File: config.mk
export PLATFORM = sky130hd
export DESIGN_NAME = spi_amm_slave
export DESIGN_NICKNAME = d
export VERILOG_FILES = /design/src/rtl/ams_spi_pkg.sv /design/src/rtl/spi_sync_edge.sv /design/src/rtl/spi_amm_slave.sv
export SDC_FILE = /design/constraint.sdc
export NUM_CORES = 1
export LEC_CHECK = 0
export CAP_MARGIN = 20
export CORE_MARGIN = 2
export CORE_UTILIZATION = 35
export CTS_CLUSTER_DIAMETER = 60
export DETAILED_ROUTE_END_ITERATION = 10
export PLACE_DENSITY_LB_ADDON = 0.1
export SLEW_MARGIN = 20
export SYNTH_ARGS = -nofsm -noshare
export SYNTH_HDL_FRONTEND = slang
export SYNTH_HIERARCHICAL = 1
export SYNTH_SLANG_ARGS = --single-unit
File: constraint.sdc
create_clock -name main_clk -period 6.7 [get_ports main_clk]
set_input_delay 2.01 -clock main_clk [delete_from_list [all_inputs] [get_ports main_clk]]
set_output_delay 2.01 -clock main_clk [all_outputs]
set_load 0.02 [all_outputs]
File: src/rtl/ams_spi_pkg.sv
// Shared definitions for both ends of the SPI-to-Avalon link: frame preambles,
// the frame CRC and the slave state encoding.
package ams_spi_pkg;

  localparam logic [31:0] WRITE_WORD = 32'hAAAA_AAAA;
  localparam logic [31:0] READ_WORD  = 32'hBBBB_BBBB;

  typedef enum logic [3:0] {
    S_IDLE,
    S_PRE,
    S_ADDR,
    S_WDATA,
    S_WCRC,
    S_BUS,
    S_ACK,
    S_RDATA,
    S_RCRC,
    S_DONE
  } slave_state_e;

  function automatic logic [31:0] crc(input logic [31:0] a,
                                      input logic [31:0] b,
                                      input logic [31:0] c);
    return a ^ b ^ c;
  endfunction

endpackage

File: src/rtl/spi_sync_edge.sv
// Two-flop synchronizer for an asynchronous input, with single-cycle rise and
// fall pulses derived from the synchronized level.
module spi_sync_edge #(
  parameter logic RESET_VAL = 1'b1
) (
  input  logic clk,
  input  logic rst,
  input  logic din,
  output logic level,
  output logic rise,
  output logic fall
);

  logic meta;
  logic sync;
  logic prev;

  // Resetting to the line's idle level keeps the edge detector quiet after reset.
  always_ff @(posedge clk or posedge rst) begin
    if (rst) begin
      meta <= RESET_VAL;
      sync <= RESET_VAL;
      prev <= RESET_VAL;
    end else begin
      // NOTE: non-blocking assignments give a true three-stage chain; blocking would collapse it to one flop.
      meta <= din;
      sync <= meta;
      prev <= sync;
    end
  end

  assign level = sync;
  assign rise  = sync & ~prev;
  assign fall  = ~sync & prev;

endmodule

File: src/rtl/spi_amm_slave.sv
// SPI frame decoder that turns each write/read frame into one Avalon-MM master
// transaction and returns ack, read data and CRC on MISO.
module spi_amm_slave
  import ams_spi_pkg::*;
#(
  parameter int ADDR_WIDTH  = 32,
  parameter int BUS_TIMEOUT = 32
) (
  input  logic                  main_clk,
  input  logic                  main_reset,
  input  logic                  SCLK,
  input  logic                  MOSI,
  input  logic                  nSS,
  output logic                  MISO,
  output logic [ADDR_WIDTH-1:0] amm_address,
  output logic [31:0]           amm_writedata,
  output logic                  amm_write,
  output logic                  amm_read,
  input  logic [31:0]           amm_readdata,
  input  logic                  amm_readdatavalid,
  input  logic                  amm_waitrequest,
  output logic [1:0]            err_pulse
);

  localparam int TW = $clog2(BUS_TIMEOUT + 1);

  logic sclk_s, sclk_rise, sclk_fall;
  logic nss_s, nss_rise, nss_fall;
  logic mosi_meta, mosi_s;

  spi_sync_edge #(.RESET_VAL(1'b1)) u_sclk_sync (
    .clk   (main_clk),
    .rst   (main_reset),
    .din   (SCLK),
    .level (sclk_s),
    .rise  (sclk_rise),
    .fall  (sclk_fall)
  );

  spi_sync_edge #(.RESET_VAL(1'b1)) u_nss_sync (
    .clk   (main_clk),
    .rst   (main_reset),
    .din   (nSS),
    .level (nss_s),
    .rise  (nss_rise),
    .fall  (nss_fall)
  );

  // MOSI shares the SCLK sync latency, so mosi_s is aligned with sclk_rise.
  always_ff @(posedge main_clk or posedge main_reset) begin
    if (main_reset) begin
      mosi_meta <= 1'b0;
      mosi_s    <= 1'b0;
    end else begin
      mosi_meta <= MOSI;
      mosi_s    <= mosi_meta;
    end
  end

  logic unused_edges;
  assign unused_edges = ^{sclk_s, sclk_fall, nss_rise, nss_fall};

  slave_state_e   state;
  logic [31:0]    shreg;
  logic [31:0]    addr_q;
  logic [31:0]    rdata_q;
  logic [4:0]     bit_cnt;
  logic [TW-1:0]  tmo_cnt;
  logic           is_write;
  logic           bus_abort;

  logic [31:0] rx_word;
  logic        last_bit;
  logic        abortable;

  assign rx_word     = {shreg[30:0], mosi_s};
  assign last_bit    = (bit_cnt == 5'd31);
  assign amm_address = addr_q[ADDR_WIDTH-1:0];
  assign abortable   = state inside {S_PRE, S_ADDR, S_WDATA, S_WCRC, S_ACK, S_RDATA, S_RCRC};

  always_ff @(posedge main_clk or posedge main_reset) begin
    if (main_reset) begin
      state         <= S_IDLE;
      MISO          <= 1'b1;
      amm_write     <= 1'b0;
      amm_read      <= 1'b0;
      amm_writedata <= '0;
      err_pulse     <= '0;
      addr_q        <= '0;
      shreg         <= '0;
      rdata_q       <= '0;
      bit_cnt       <= '0;
      tmo_cnt       <= '0;
      is_write      <= 1'b0;
      bus_abort     <= 1'b0;
    end else begin
      // NOTE: err_pulse defaults low every cycle, so any branch that sets it yields a one-cycle pulse.
      err_pulse <= '0;
      if (nss_s && abortable) begin
        state <= S_IDLE;
        MISO  <= 1'b1;
      end else begin
        case (state)
          S_IDLE: begin
            MISO <= 1'b1;
            if (!nss_s) begin
              state   <= S_PRE;
              bit_cnt <= '0;
            end
          end

          S_PRE, S_ADDR, S_WDATA, S_WCRC: begin
            if (sclk_rise) begin
              shreg   <= rx_word;
              bit_cnt <= bit_cnt + 5'd1;
              if (last_bit) begin
                if (state == S_PRE) begin
                  if (rx_word == WRITE_WORD || rx_word == READ_WORD) begin
                    is_write <= (rx_word == WRITE_WORD);
                    state    <= S_ADDR;
                  end else begin
                    err_pulse[0] <= 1'b1;
                    state        <= S_DONE;
                  end
                end else if (state == S_ADDR) begin
                  addr_q <= rx_word;
                  if (is_write) begin
                    state <= S_WDATA;
                  end else begin
                    amm_read  <= 1'b1;
                    tmo_cnt   <= '0;
                    bus_abort <= 1'b0;
                    state     <= S_BUS;
                  end
                end else if (state == S_WDATA) begin
                  amm_writedata <= rx_word;
                  state         <= S_WCRC;
                end else if (rx_word == crc(WRITE_WORD, addr_q, amm_writedata)) begin
                  amm_write <= 1'b1;
                  tmo_cnt   <= '0;
                  bus_abort <= 1'b0;
                  state     <= S_BUS;
                end else begin
                  err_pulse[0] <= 1'b1;
                  state        <= S_DONE;
                end
              end
            end
          end

          // An issued Avalon transfer cannot be cancelled; an nSS abort only discards its result.
          S_BUS: begin
            tmo_cnt <= tmo_cnt + TW'(1);
            if (nss_s) bus_abort <= 1'b1;
            if ((amm_write || amm_read) && !amm_waitrequest) begin
              amm_write <= 1'b0;
              amm_read  <= 1'b0;
              if (amm_write) state <= (bus_abort || nss_s) ? S_IDLE : S_ACK;
            end else if (!amm_write && !amm_read && amm_readdatavalid) begin
              rdata_q <= amm_readdata;
              state   <= (bus_abort || nss_s) ? S_IDLE : S_ACK;
            end else if (tmo_cnt == TW'(BUS_TIMEOUT - 1)) begin
              amm_write    <= 1'b0;
              amm_read     <= 1'b0;
              err_pulse[1] <= 1'b1;
              state        <= S_DONE;
            end
          end

          S_ACK: begin
            if (sclk_rise) begin
              MISO <= 1'b0;
              if (is_write) begin
                state <= S_DONE;
              end else begin
                shreg   <= rdata_q;
                bit_cnt <= '0;
                state   <= S_RDATA;
              end
            end
          end

          S_RDATA, S_RCRC: begin
            if (sclk_rise) begin
              MISO    <= shreg[31];
              shreg   <= {shreg[30:0], 1'b0};
              bit_cnt <= bit_cnt + 5'd1;
              if (last_bit) begin
                if (state == S_RDATA) begin
                  shreg <= crc(READ_WORD, addr_q, rdata_q);
                  state <= S_RCRC;
                end else begin
                  state <= S_DONE;
                end
              end
            end
          end

          // The last driven bit is held until the next rise so the master can sample it.
          S_DONE: begin
            if (nss_s) begin
              MISO  <= 1'b1;
              state <= S_IDLE;
            end else if (sclk_rise) begin
              MISO <= 1'b1;
            end
          end

          default: begin
            MISO  <= 1'b1;
            state <= S_IDLE;
          end
        endcase
      end
    end
  end

endmodule
== Yosys cells after proc, flatten, opt, wreduce, memory -nomap -nowiden ==
Cells that the tools add are included.
Widths: inputs -> output; s select.
Word-level totals
  register bits after elaboration: 157
  word-level logic and storage cells: 193
  output and inout bits: 69
  input port bits: 39
Operators by class
  bitwise logic cells: 10
  $add $sub $neg: 2
  equal/unequal tests: 44
  multiplexer cells: 86
  reductions and logical operators: 31
Operator list (count)
  $mux 32: 6
  $pmux 32 s3: 1
  $mux 4: 18
  $eq 32x32->1 const B: 2
  $xor 32x32->32: 2
  $mux 6: 7
  $mux 1: 40
  $eq 32x32->1: 1
  $ne 3x3->1 const B: 10
  $reduce_and 9->1: 3
  $ne 2x2->1 const B: 12
  $not 24->24: 1
  $pmux 4 s6: 1
  $reduce_and 6->1: 4
  $mux 5: 4
  $eq 4x3->1 const B: 4
  $not 16->16: 1
  $pmux 5 s3: 1
  $pmux 6 s2: 1
  $reduce_and 10->1: 1
  $eq 4x2->1 const B: 2
  $eq 4x4->1 const B: 2
  $reduce_and 4->1: 2
  $reduce_and 8->1: 1
  28 further kinds: 46

== Logic depth before layout (Yosys ltp) ==
Gate-level depths: netlist of run 1.
  depth after elaboration: 11
  gate-level depth with buffers: 10
  gate-level depth less buffers: 9

== By module ==
Netlist of run 1, hierarchy kept.
Modules (own cells, without submodules)
  spi_amm_slave: seq. area each 3804.9 um^2, area an instance 8144.1 um^2, instances 1, cells each 715
  spi_sync_edge: seq. area each 78.8 um^2, area an instance 97.6 um^2, instances 2, cells each 6

== Worst setup path before layout of run 1 ==
No wires, ideal clock.
  kind: input -> register
  start point: in amm_readdatavalid
  end point: reg amm_read
  path buffers: 0
  library setup time: 125 ps
  required time: 6575 ps
  stages on the path: 5
  arrival time: 3307 ps
  path slack: 3268 ps
  cells stage by stage: o31ai_1 a21oi_1 or4b_1 a21oi_1 mux2_2
Between the ends
  longest elaborated chain between the ends: 3
Ends and longest elaborated chain
  start: declaration: RTL line spi_amm_slave.sv:20  | input logic amm_readdatavalid,
  $logic_and 1x1->1: RTL line spi_amm_slave.sv:159  | end else if (!amm_write && !amm_read && amm_readdatavalid) begin
  $ne 3x3->1 (no line)
  $reduce_and 9->1 (no line)
  end signal: assignment: RTL line spi_amm_slave.sv:130  | amm_read <= 1'b1;
  end signal: assignment: RTL line spi_amm_slave.sv:157  | amm_read <= 1'b0;
  end signal: assignment: RTL line spi_amm_slave.sv:164  | amm_read <= 1'b0;
  end: declaration: RTL line spi_amm_slave.sv:18  | output logic amm_read,
No other way between the ends.
A chain may end at the register's enable or synchronous reset.

== Worst setup path after layout of run 1 ==
  start point: reg state[1]
  end point: reg addr_q[3], in the netlist amm_address[3]
Between the ends
  longest elaborated chain between the ends: 5
  elaborated cells between the ends (all ways): 13
  classes of those cells: eq/ne: 7; bitwise: 2; reduce/logical: 4
Ends and longest elaborated chain
  start: declaration: RTL line spi_amm_slave.sv:63  | slave_state_e state;
  start signal: assignment: RTL line spi_amm_slave.sv:158  | if (amm_write) state <= (bus_abort || nss_s) ? S_IDLE : S_ACK;
  start signal: assignment: RTL line spi_amm_slave.sv:161  | state <= (bus_abort || nss_s) ? S_IDLE : S_ACK;
  $eq 4x1->1 (tied with other cells): RTL line spi_amm_slave.sv:79, spi_amm_slave.sv:103, spi_amm_slave.sv:117
  $reduce_bool 7->1: RTL line spi_amm_slave.sv:79  | assign abortable = state inside {S_PRE, S_ADDR, S_WDATA, S_WCRC, S_ACK, S_RDATA, S_RCRC};
  $logic_and 1x1->1: RTL line spi_amm_slave.sv:99  | if (nss_s && abortable) begin
  $not 1->1 (no line)
  $reduce_and 6->1 (no line) *
  end signal: assignment: RTL line spi_amm_slave.sv:126  | addr_q <= rx_word;
  end: declaration: RTL line spi_amm_slave.sv:65  | logic [31:0] addr_q;
Mark *: on every way between the ends. The rest lies on a longest branch, timed or not.

==> summary by stage, run 1 <==
Setup path
The startpoint of the worst register-to-register path is state[1]. The worst register-to-register path has a setup slack of 3070 ps. The startpoint of the most critical setup path is state[1]. At the worst endpoint, the arrival time is 3950 ps. STA classifies the critical path endpoint as a flop. The launching element type of the critical path is a flop. The required time at the endpoint of the critical path is 7020 ps. The highest net fanout along the worst path is 23. The category of the critical setup timing path is flop to flop.

Clocking
The number of buffers on the longest clock path is 2. The clock latency reported for the late side of the worst-skew pair is 440 ps. In this run, post-CTS repair resized a total of 0 instances. The number of buffers created by CTS is 17. TritonCTS built the clock tree. Clock-pin slew was measured on the worst setup and hold paths at 60 ps.

The root cell of the clock tree is sky130_fd_sc_hd__clkbuf_16. The clock net sink count is 157. The H-tree was split into 4 levels. Buffers inserted to repair hold after CTS numbered 0.

The number of post-CTS setup repair buffers is 0.

Placement
The congestion estimate from routability-driven global placement came to 0.8560. The placement-stage worst setup slack is 2599 ps. The HPWL after detailed placement is 15.57 mm. Summing all placed instances gives a cell area of 9608 um2.

The number of buffer cells added on primary ports is 107.

STA
Based on the critical path, the design can be clocked at up to 275.5 MHz. The worst path setup slack after routing is 3071 ps. The slew at the pin closest to its max-slew limit is 1033 ps. The worst path in the final design needs a cycle of 3629 ps, including I/O delays and setup. Setup repair after global routing left no endpoint under its margin. In the final timing run, aggregate negative setup slack is 0 ps. For the final database, setup skew stands at 10.82 ps. The final critical-path share of the clock period is 54.17%.

The hold slack is 354.2 ps. The count of endpoints failing setup in the final report is 0. The max-slew violation count was 0. The headroom to the max-slew limit is 30.94%. The final hold violation count is 0.

Logic synthesis
The average instance in the mapped netlist occupies 11.47 um2. The post-synthesis instance area is 8289 um2. Synthesis handed over a netlist of 723 instances. Synthesis produced a netlist with a net count of 765. Yosys printed 6 warnings.

Floorplanning
The chip height is 157.9 um. The area enclosed by the die boundary is 24930 um2. The core area is 23330 um2. The initial utilization of the core area, before any placement, comes to 35.53%.

The row count is 56. The die width is 157.9 um. The number of I/O pins is 108.

Layout
Fill cells in the final layout number 2172. The post-route cell area is 10310 um2. Compared with the post-synthesis result, the final layout area differs by 24.33%.

The area occupied by registers is 3936 um2. In the final layout, the multi-input gates occupy 4088 um2. The fraction of final layout cells with drive strength greater than 1 is 20.41%. The core utilization of the finished layout is 44.17%. The total number of nets in the final design is 853. 0 antenna diodes ended up in the layout.

Min path
The startpoint of the tightest hold check path is mosi_meta. The worst min-delay path category is flop to flop.

Power and ir drop
The total net switching power is 0.0007060 W. The share of power burned in combinational logic is 15.7%. The power density of the placed cells is 248.8 nW/um2. The maximum vdd ir drop is 0.1525 mV. Net switching is 27.53% of the power. The register share of total power is 40.7%. The internal portion of the total power is 0.001858 W.

The part of the power in the clock network is 43.7%. The leakage power summed over all cells is 4.625 nW.

GRT
The pin count of the biggest net entering global routing is 68. The number of global-route vias before repair is 6212. The global router's overall resource usage is 19.67%.

The initial antenna violation count is 0. The residual overflow from global routing is 0. The global-route wire length before repair is 36.56 mm.

Route
Wires add up to 23.53 mm. After detailed routing, the number of remaining DRC violations is 0. The violation count after the first detailed-route iteration is 359. After detailed routing, the average wire length per cell comes to 20.61 um.

The mean number of vias per cell is 5.422. The number of nets still failing antenna checks after routing is 0. The first detailed-routing pass ran for 5 iterations. The overall via count from detail_route is 6192.

Status
The flow ran to the end, and the final reports show no timing, DRC or antenna violations.

Run
The tool flagged a number of max-cap violations equal to 0.
area by class of cell:
type / count / share of cell area [%]
Clock buffer: 21 / 4.468
Clock inverter: 10 / 2.040
Inverter: 11 / 0.4492
Multi-Input combinational cell: 507 / 39.66
Sequential cell: 157 / 38.19
Tap cell: 319 / 3.873
Timing Repair Buffer: 117 / 11.31
power by group through the flow:
stage / combinational (W) / clock [W] / sequential (W)
finish: 0.000402 / 0.00112 / 0.00104
global route: 0.000443 / 0.00118 / 0.00105
CTS: 0.000407 / 0.00114 / 0.00104
detailed placement: 0.000407 / 0 / 0.00106
global placement: 0.000401 / 0 / 0.00106
floorplan: 0.000303 / 0 / 0.00103
registers in the layout, summed over array words and instances (netlist names), 2 cells and up:
| register | cells |
|---|---|
| tmo_cnt | 6 |
| err_pulse | 2 |
| amm_address | 32 |
| amm_writedata | 32 |
| shreg | 32 |
| bit_cnt | 5 |
| state | 4 |
| rdata_q | 32 |
metal layers:
layer	vias up	part of all wire, %	routed length, um	track usage [%]
met5	-	0	0	0
met4	0	2.1	484	6.580
met3	27	4.9	1149	3.696
met2	194	48	11220	31.78
met1	3125	45	10680	26.62
li1	2846	-	-	-
per-stage QoR:
stage	power, W	std cells
2_1_floorplan	0.001330	723
3_3_place_gp	0.001460	1110
3_5_place_dp	0.001466	1110
4_1_cts	0.002589	1141
5_1_grt	0.002677	1142
6_report	0.002564	1142
final timing paths:
path	endpoint	cells past startpoint
worst max-delay path	amm_address[3]	7
worst min-delay path	mosi_s	0
worst max register to register	amm_address[3]	7
worst min register to register	mosi_s	0
max in group asynchronous	shreg[28]	3
min in group asynchronous	u_nss_sync/level	2
layout by cell type (no fill, tap or decap), types with 4 or more instances in the layout:
| master | count |
|---|---|
| sky130_fd_sc_hd__a211o_1 | 4 |
| sky130_fd_sc_hd__a21oi_1 | 19 |
| sky130_fd_sc_hd__a221oi_1 | 31 |
| sky130_fd_sc_hd__and3_1 | 4 |
| sky130_fd_sc_hd__buf_4 | 9 |
| sky130_fd_sc_hd__bufinv_16 | 6 |
| sky130_fd_sc_hd__clkbuf_16 | 17 |
| sky130_fd_sc_hd__clkdlybuf4s50_1 | 107 |
| sky130_fd_sc_hd__dfrtp_1 | 151 |
| sky130_fd_sc_hd__dfstp_2 | 6 |
| sky130_fd_sc_hd__inv_1 | 10 |
| sky130_fd_sc_hd__mux2_1 | 6 |
| sky130_fd_sc_hd__mux2_2 | 94 |
| sky130_fd_sc_hd__nand2_1 | 107 |
| sky130_fd_sc_hd__nand2b_1 | 4 |
| sky130_fd_sc_hd__nand3_1 | 5 |
| sky130_fd_sc_hd__nand4_1 | 11 |
| sky130_fd_sc_hd__nor2_1 | 14 |
| sky130_fd_sc_hd__nor2b_1 | 5 |
| sky130_fd_sc_hd__nor3_1 | 33 |
| sky130_fd_sc_hd__nor3b_1 | 8 |
| sky130_fd_sc_hd__nor4_1 | 6 |
| sky130_fd_sc_hd__o21ai_0 | 50 |
| sky130_fd_sc_hd__o21ai_1 | 5 |
| sky130_fd_sc_hd__o2bb2ai_1 | 5 |
| sky130_fd_sc_hd__xnor3_1 | 11 |
| sky130_fd_sc_hd__xnor3_2 | 5 |
| sky130_fd_sc_hd__xnor3_4 | 6 |
| sky130_fd_sc_hd__xor3_1 | 6 |
| sky130_fd_sc_hd__xor3_2 | 4 |
critical path, stage by stage, from the launching register on:
cell and delay, ps:
sky130_fd_sc_hd__dfrtp_1 840, sky130_fd_sc_hd__nor2_1 320, sky130_fd_sc_hd__a21oi_1 220, sky130_fd_sc_hd__o22ai_1 170, sky130_fd_sc_hd__a21oi_2 300, sky130_fd_sc_hd__nand3_1 760, sky130_fd_sc_hd__buf_4 550, sky130_fd_sc_hd__mux2_1 340
No activity file was read; power rests on OpenSTA's default activity.
==> run 2, diff against run 1 <==
==> constraint.sdc (replaced) <==
create_clock -name main_clk -period 3.8 [get_ports main_clk]
set_input_delay 1.14 -clock main_clk [delete_from_list [all_inputs] [get_ports main_clk]]
set_output_delay 1.14 -clock main_clk [all_outputs]
set_load 0.02 [all_outputs]
==> run 2 against run 1 <==
Net effect:
- final cell count grew 0.79%
- combinational power grew 82%
- final area is essentially flat
- clock-buffer cell count fell by 1
- register-to-register slack got worse by 2200 ps
- sequential share of layout area about the same
- non-clock buffer count up 9
- critical path type unchanged
- sequential power increased by 77%
- clock power up 61%
- critical path depth is 2 lower
- largest cell class unchanged
- via count is 0.97% higher
- clock skew is 1.1 ps lower
==> summary by stage, run 2 (synthesized netlist as in run 1, its figures left out) <==
Status
The run finished with clean final reports.

Layout
The core utilization of the finished layout is 44.19% (about the same). The library cell used most frequently in the layout, excluding fill and tap cells, is sky130_fd_sc_hd__dfrtp_1. The total number of nets in the final design is 862 (+1.1%). The area overhead of the layout relative to synthesis is 24.38% (about the same). The top cell types in the final layout, fill and taps aside, are sky130_fd_sc_hd__dfrtp_1 (151), sky130_fd_sc_hd__nand2_1 (107), sky130_fd_sc_hd__clkdlybuf4s50_1 (107).

The final antenna diode count came to 0 (unchanged). The post-route cell area was 10310 um2 (about the same). The fraction of final layout cells with drive strength greater than 1 is 21.39% (+0.98 points).

Placement
The number of buffer cells added on primary ports is 107 (unchanged). The final weighted congestion in routability-driven placement is 0.8410 (-1.8%). The HPWL after detailed placement came to 15.91 mm (+2.2%).

The placement-stage worst setup slack is 635.7 ps (-1963 ps). The placed instance area is 9694 um2 (+0.90%).

Clocking
The number of post-CTS setup repair buffers is 0 (unchanged). The clock edge transition at the registers on the reported setup and hold paths is 70 ps (about the same). The clock net sink count was 157 (unchanged). The count of hold-fix buffers inserted at cts is 0 (unchanged). The number of buffers created by CTS is 17 (unchanged). The maximum level of the CTS H-tree is 4 (unchanged). The number of buffers on the longest clock path is 2 (unchanged). The clock latency reported for the late side of the worst-skew pair came to 430 ps (about the same). The post-cts resize count is 0 (unchanged). The root cell of the clock tree is sky130_fd_sc_hd__clkbuf_16. The CTS tree is built.

Min path
The worst min-delay path category is flop to flop. The startpoint identified for the worst hold timing path is u_nss_sync/meta. The path with the worst hold slack has its endpoint at u_nss_sync/level. The number of cells traversed by the worst hold path is 0 (unchanged).

Setup path
The cell with the largest stage delay on the worst path is sky130_fd_sc_hd__dfrtp_1. The required time at the endpoint of the critical path came to 4110 ps (-2910 ps). The worst setup slack for register-to-register paths is 890 ps (-2180 ps). The length in cells of the worst reg-to-reg path came to 5 (-2).

The worst register-to-register path begins at state[3]. The highest net fanout along the worst path came to 18 (-22%). The destination of the worst register-to-register timing path is rdata_q[0]. The startpoint of the most critical setup path is state[3]. The largest incremental delay on the critical path came to 580 ps (-260 ps). The arrival time of the worst setup path is 3220 ps (-730 ps).

The count of buffering cells on the critical path with inverters included was 1 (unchanged). STA classifies the critical path endpoint as a flop. The critical path goes through nor2b_1 > and2_1 > nand3_2 > buf_4 > mux2_2. The worst setup path is of the flop to flop kind.

The cell family contributing the most delay on the critical path is simple AND/OR/NAND/NOR gates. STA classifies the critical path startpoint as a flop.

Floorplanning
The number of I/O pins is 108 (unchanged). The core area is 23330 um2 (unchanged). The chip height was 157.9 um (unchanged). The starting density of the core was 35.53% (unchanged). The area enclosed by the die boundary is 24930 um2 (unchanged).

The row count is 56 (unchanged). The die width is 157.9 um (unchanged).

Power and ir drop
The part of the power in the clock network is 41.1% (-2.6 points). The switching part of the total power is 28.99% (+1.5 points). The internal power consumption is 0.003109 W (+67%). The total net switching power was 0.001269 W (+80%). The power density of the placed cells is 424.6 nW/um2 (+71%).

The leakage power summed over all cells is 4.625 nW (about the same). The share of power burned in combinational logic is 16.7% (+1.0 points). The maximum vdd ir drop is 0.2244 mV (+47%). The register share of total power is 42.1% (+1.4 points).

STA
The final critical-path share of the clock period is 76.69% (+23 points). The setup clock skew after layout came to 9.702 ps (-1.118 ps). The count of endpoints failing setup in the final report is 0 (unchanged). The worst path setup slack after routing is 885.8 ps (-2185 ps).

The slew at the pin closest to its max-slew limit is 857.4 ps (-175.6 ps). The post-route minimum period is 2914 ps (-715.2 ps). The final sum of negative setup slack is 0 ps (unchanged). Setup repair after global routing left no endpoint under its margin. The max-slew violation count is 0 (unchanged). The final hold violation count was 0 (unchanged). The highest achievable clock rate is 343.1 MHz (+25%). The hold slack is 351.2 ps (-2.994 ps). The headroom to the max-slew limit was 42.84% (+12 points).

Route
The routed wire length per instance was 20.46 um (-0.71%). The mean number of vias per cell is 5.432 (+0.18%). The wire length after detailed routing is 23.55 mm (about the same).

The overall via count from detail_route came to 6252 (+0.97%). The violation count after the first detailed-route iteration is 447 (+25%). The number of nets still failing antenna checks after routing is 0 (unchanged). The number of iterations in the first detailed-routing pass is 4 (-1). The DRC violations left is 0 (unchanged).

GRT
The number of global-route vias before repair is 6316 (+1.7%). The global router's overall resource usage came to 19.60% (-0.063 points). The residual overflow from global routing is 0 (unchanged). The initial antenna violation count is 0 (unchanged). The global-route wire length before repair is 36.66 mm (+0.28%). The pin count of the biggest net entering global routing came to 153 (+130%).

Run
The number of maximum-capacitance violations is 0 (unchanged).
[run 2: cell count changes in the layout (fill, tap and decap cells not counted)]
cell / before / now
sky130_fd_sc_hd__buf_12: 0 / 1
sky130_fd_sc_hd__inv_8: 0 / 1
sky130_fd_sc_hd__buf_4: 9 / 18
sky130_fd_sc_hd__clkinv_4: 1 / 2
sky130_fd_sc_hd__clkinv_2: 1 / 0
sky130_fd_sc_hd__clkbuf_1: 2 / 1
sky130_fd_sc_hd__bufinv_16: 6 / 3
sky130_fd_sc_hd__buf_16: 1 / 0
sky130_fd_sc_hd__clkinvlp_4: 1 / 4
[run 2: worst register-to-register path: stages, from the launching register on]
cell	delay, ps
sky130_fd_sc_hd__dfrtp_1	580
sky130_fd_sc_hd__nor2b_1	510
sky130_fd_sc_hd__and2_1	450
sky130_fd_sc_hd__nand3_2	560
sky130_fd_sc_hd__buf_4	410
sky130_fd_sc_hd__mux2_2	290
[run 2: worst max path at each step]
stage	depth (start not counted)	endpoint
floorplan	1	amm_address[0]
global placement	6	amm_read
detailed placement	6	amm_read
CTS	5	rdata_q[0]
global route	5	rdata_q[0]
finish	5	rdata_q[0]
[run 2: through the flow]
stage	total power, W	std cells
after floorplan	0.002346	723
after global placement	0.002599	1120
after detailed placement	0.002608	1120
after CTS	0.004431	1151
after global routing	0.004581	1151
final	0.004378	1151
[run 2: metal layers]
metal | vias up | GRT usage (%) | routed length, um
met2 | 180 | 31.49 | 11250
li1 | 2860 | - | -
met1 | 3186 | 25.97 | 10570
met5 | - | 0 | 0
met4 | 0 | 6.407 | 411
met3 | 26 | 4.927 | 1316
[run 2: power by group through the flow]
stage,Combinational [W],Sequential [W],Clock [W]
floorplan,0.000535,0.00181,0
global placement,0.000728,0.00187,0
detailed placement,0.000735,0.00187,0
CTS,0.000739,0.00184,0.00185
global route,0.000808,0.00185,0.00192
finish,0.000733,0.00184,0.00180
[run 2: cell type report]
cell class                 instances  area (um2)
multi-input combinational        507        4088
clock buffer                      20       456.7
sequential                       157        3936
inverter                          11       45.04
clock inverter                    11       158.9
fill                            2198       13020
tap                              319       399.1
timing repair buffer             126        1226
==> run 3, diff against run 2 <==
==> constraint.sdc (replaced) <==
create_clock -name main_clk -period 2.58 [get_ports main_clk]
set_input_delay 0.774 -clock main_clk [delete_from_list [all_inputs] [get_ports main_clk]]
set_output_delay 0.774 -clock main_clk [all_outputs]
set_load 0.02 [all_outputs]
==> run 3 against run 2 <==
Net effect:
- via count rose by 2.9%
- final area rose by 4.9%
- sequential power is 43% higher
- worst setup slack got worse by 730 ps
- clock power up 40%
- hold slack improved by 4.8 ps
- final cell count up 4.8%
- die area is the same
- core utilization increased by 2.2 points
- clock-buffer cell count is 2 lower
- global-route usage rose by 0.88 points
- sequential share of layout area down 1.8 points
==> summary by stage, run 3 (synthesized netlist as in run 1, its figures left out) <==
Route
The number of iterations in the first detailed-routing pass was 4 (unchanged). The DRC violations left was 0 (unchanged). The mean number of vias per cell is 5.333 (-1.8%). The wire length after detailed routing is 24.57 mm (+4.3%). The routed wire length per instance is 20.37 um (-0.43%). The highest layer used for signal routing is met4. The violation count after the first detailed-route iteration is 414 (-7.4%).

The overall via count from detail_route is 6431 (+2.9%). The number of nets still failing antenna checks after routing came to 0 (unchanged). The met3 routed wirelength is 1.114 mm (-15%). The total met2 wirelength after detailed routing is 11.76 mm (+4.5%). The met1 wire length came to 11.30 mm (+7.0%).

STA
The final hold violation count was 0 (unchanged). The final critical-path share of the clock period came to 93.85% (+17 points). Setup repair after global routing left no endpoint under its margin. The final sum of negative setup slack came to 0 ps (unchanged). The count of endpoints failing setup in the final report came to 0 (unchanged). The setup clock skew after layout came to 14.37 ps (+4.670 ps).

The worst path setup slack after routing is 158.8 ps (-727.0 ps). The slew at the pin closest to its max-slew limit came to 554.4 ps (-303.0 ps). The post-route minimum period is 2421 ps (-493.0 ps). The headroom to the max-slew limit was 62.81% (+20 points). The max-slew violation count is 0 (unchanged). The highest achievable clock rate is 413.0 MHz (+20%).

Min path
The worst min-delay path category is flop to flop.

Clocking
The maximum level of the CTS H-tree is 4 (unchanged). The number of buffers created by CTS is 17 (unchanged). The clock edge transition at the registers on the reported setup and hold paths is 80 ps (about the same). The number of buffers on the longest clock path is 2 (unchanged).

The number of post-CTS setup repair buffers was 0 (unchanged). The post-cts resize count is 0 (unchanged). The CTS tree is built. The clock net sink count was 157 (unchanged). The clock latency reported for the late side of the worst-skew pair was 430 ps (about the same). The count of hold-fix buffers inserted at cts is 0 (unchanged).

The tree is rooted in a sky130_fd_sc_hd__clkbuf_16.

Power and ir drop
The leakage power summed over all cells was 4.941 nW (+6.8%). The maximum vdd ir drop is 0.2825 mV (+26%). The power density of the placed cells is 605.2 nW/um2 (+43%).

GRT
The residual overflow from global routing is 0 (unchanged). The global router's overall resource usage is 20.48% (+0.88 points). The global-route wire length before repair is 38.27 mm (+4.4%).

The number of global-route vias before repair came to 6515 (+3.2%). The initial antenna violation count is 0 (unchanged). The pin count of the biggest net entering global routing came to 65 (-58%).

Floorplanning
The row count is 56 (unchanged). The die width is 157.9 um (unchanged). The area enclosed by the die boundary is 24930 um2 (unchanged).

The chip height is 157.9 um (unchanged). The number of I/O pins is 108 (unchanged). The core area was 23330 um2 (unchanged). The starting density of the core was 35.53% (unchanged).

Setup path
The largest incremental delay on the critical path was 560 ps (-20 ps). The worst setup slack for register-to-register paths came to 160 ps (-730 ps). The cell with the largest stage delay on the worst path is sky130_fd_sc_hd__or4_1. Walking the worst path, the cells encountered are nand4bb_1 > or4_1 > a2111oi_4 > o21ai_0 > a21oi_1 > o2bb2ai_1. The arrival time of the worst setup path is 2730 ps (-490 ps). The category of the critical setup timing path is flop to flop. The highest net fanout along the worst path is 6 (-12). The launching element type of the critical path is a flop. The worst setup path is captured at a flop. The required time at the endpoint of the critical path is 2890 ps (-1220 ps).

Placement
The final weighted congestion in routability-driven placement is 0.8144 (-3.2%). The placement-stage worst setup slack is -222.3 ps (-858.0 ps). The placed instance area came to 10200 um2 (+5.3%). The number of buffer cells added on primary ports is 107 (unchanged). The HPWL after detailed placement is 17.32 mm (+8.9%).

Run
The number of maximum-capacitance violations came to 0 (unchanged).

Status
The run finished with clean final reports.

Layout
The core utilization of the finished layout came to 46.36% (+2.2 points). The top cell types in the final layout, fill and taps aside, are sky130_fd_sc_hd__dfrtp_1 (151), sky130_fd_sc_hd__nand2_1 (107), sky130_fd_sc_hd__clkdlybuf4s50_1 (107). The fraction of final layout cells with drive strength greater than 1 is 26.94% (+5.6 points).

The most common cell after layout, fill and taps aside is sky130_fd_sc_hd__dfrtp_1. The post-route cell area is 10820 um2 (+4.9%). The final antenna diode count is 0 (unchanged). The total number of nets in the final design is 916 (+6.3%). Compared with the post-synthesis result, the final layout area differs by 30.49%.
==> run 3: layout make-up <==
cell class / count / area [um2]
clock buffer: 18 / 439.2
clock inverter: 14 / 148.9
fill: 2167 / 12520
inverter: 11 / 45.04
multi-input combinational: 507 / 4104
sequential: 157 / 3936
tap: 319 / 399.1
timing repair buffer: 180 / 1744
==> run 3: per-stage QoR <==
step | cells | total power [W] | hold WS, ps
2_1_floorplan | 723 | 0.003456 | 331.2
3_3_place_gp | 1174 | 0.004076 | 337.6
3_5_place_dp | 1174 | 0.004071 | 338.6
4_1_cts | 1206 | 0.006602 | 356.4
5_1_grt | 1206 | 0.006835 | 358.6
6_report | 1206 | 0.006546 | 356.0
==> run 3: critical path, delay by kind of cell (launching register included) <==
family             cells  cell delay [ps]
AOI/OAI and AO/OA      4              940
and+or+nand+nor        2              870
DFF                    1              480
==> run 3: final timing paths <==
path,start,to,cells past startpoint
setup / recovery,shreg[17],state[0],6
hold / removal,u_sclk_sync/meta,u_sclk_sync/level,0
setup reg to reg,shreg[17],state[0],6
hold reg to reg,u_sclk_sync/meta,u_sclk_sync/level,0
max in group asynchronous,main_reset,amm_address[26],3
min in group asynchronous,main_reset,mosi_meta,2
==> run 3: where the power goes <==
| part | internal (W) | leakage (nW) | switching (W) | total [W] |
|---|---|---|---|---|
| logic | 0.000612 | 2.50 | 0.000776 | 0.00139 |
| clock network | 0.00132 | 0.284 | 0.00120 | 0.00252 |
| registers | 0.00255 | 2.16 | 0.0000937 | 0.00264 |
==> run 3: layer usage <==
metal,GRT usage [%],vias to the layer above
li1,-,2974
met2,33.15,171
met5,0,-
met3,4.380,28
met4,5.498,0
met1,27.91,3258
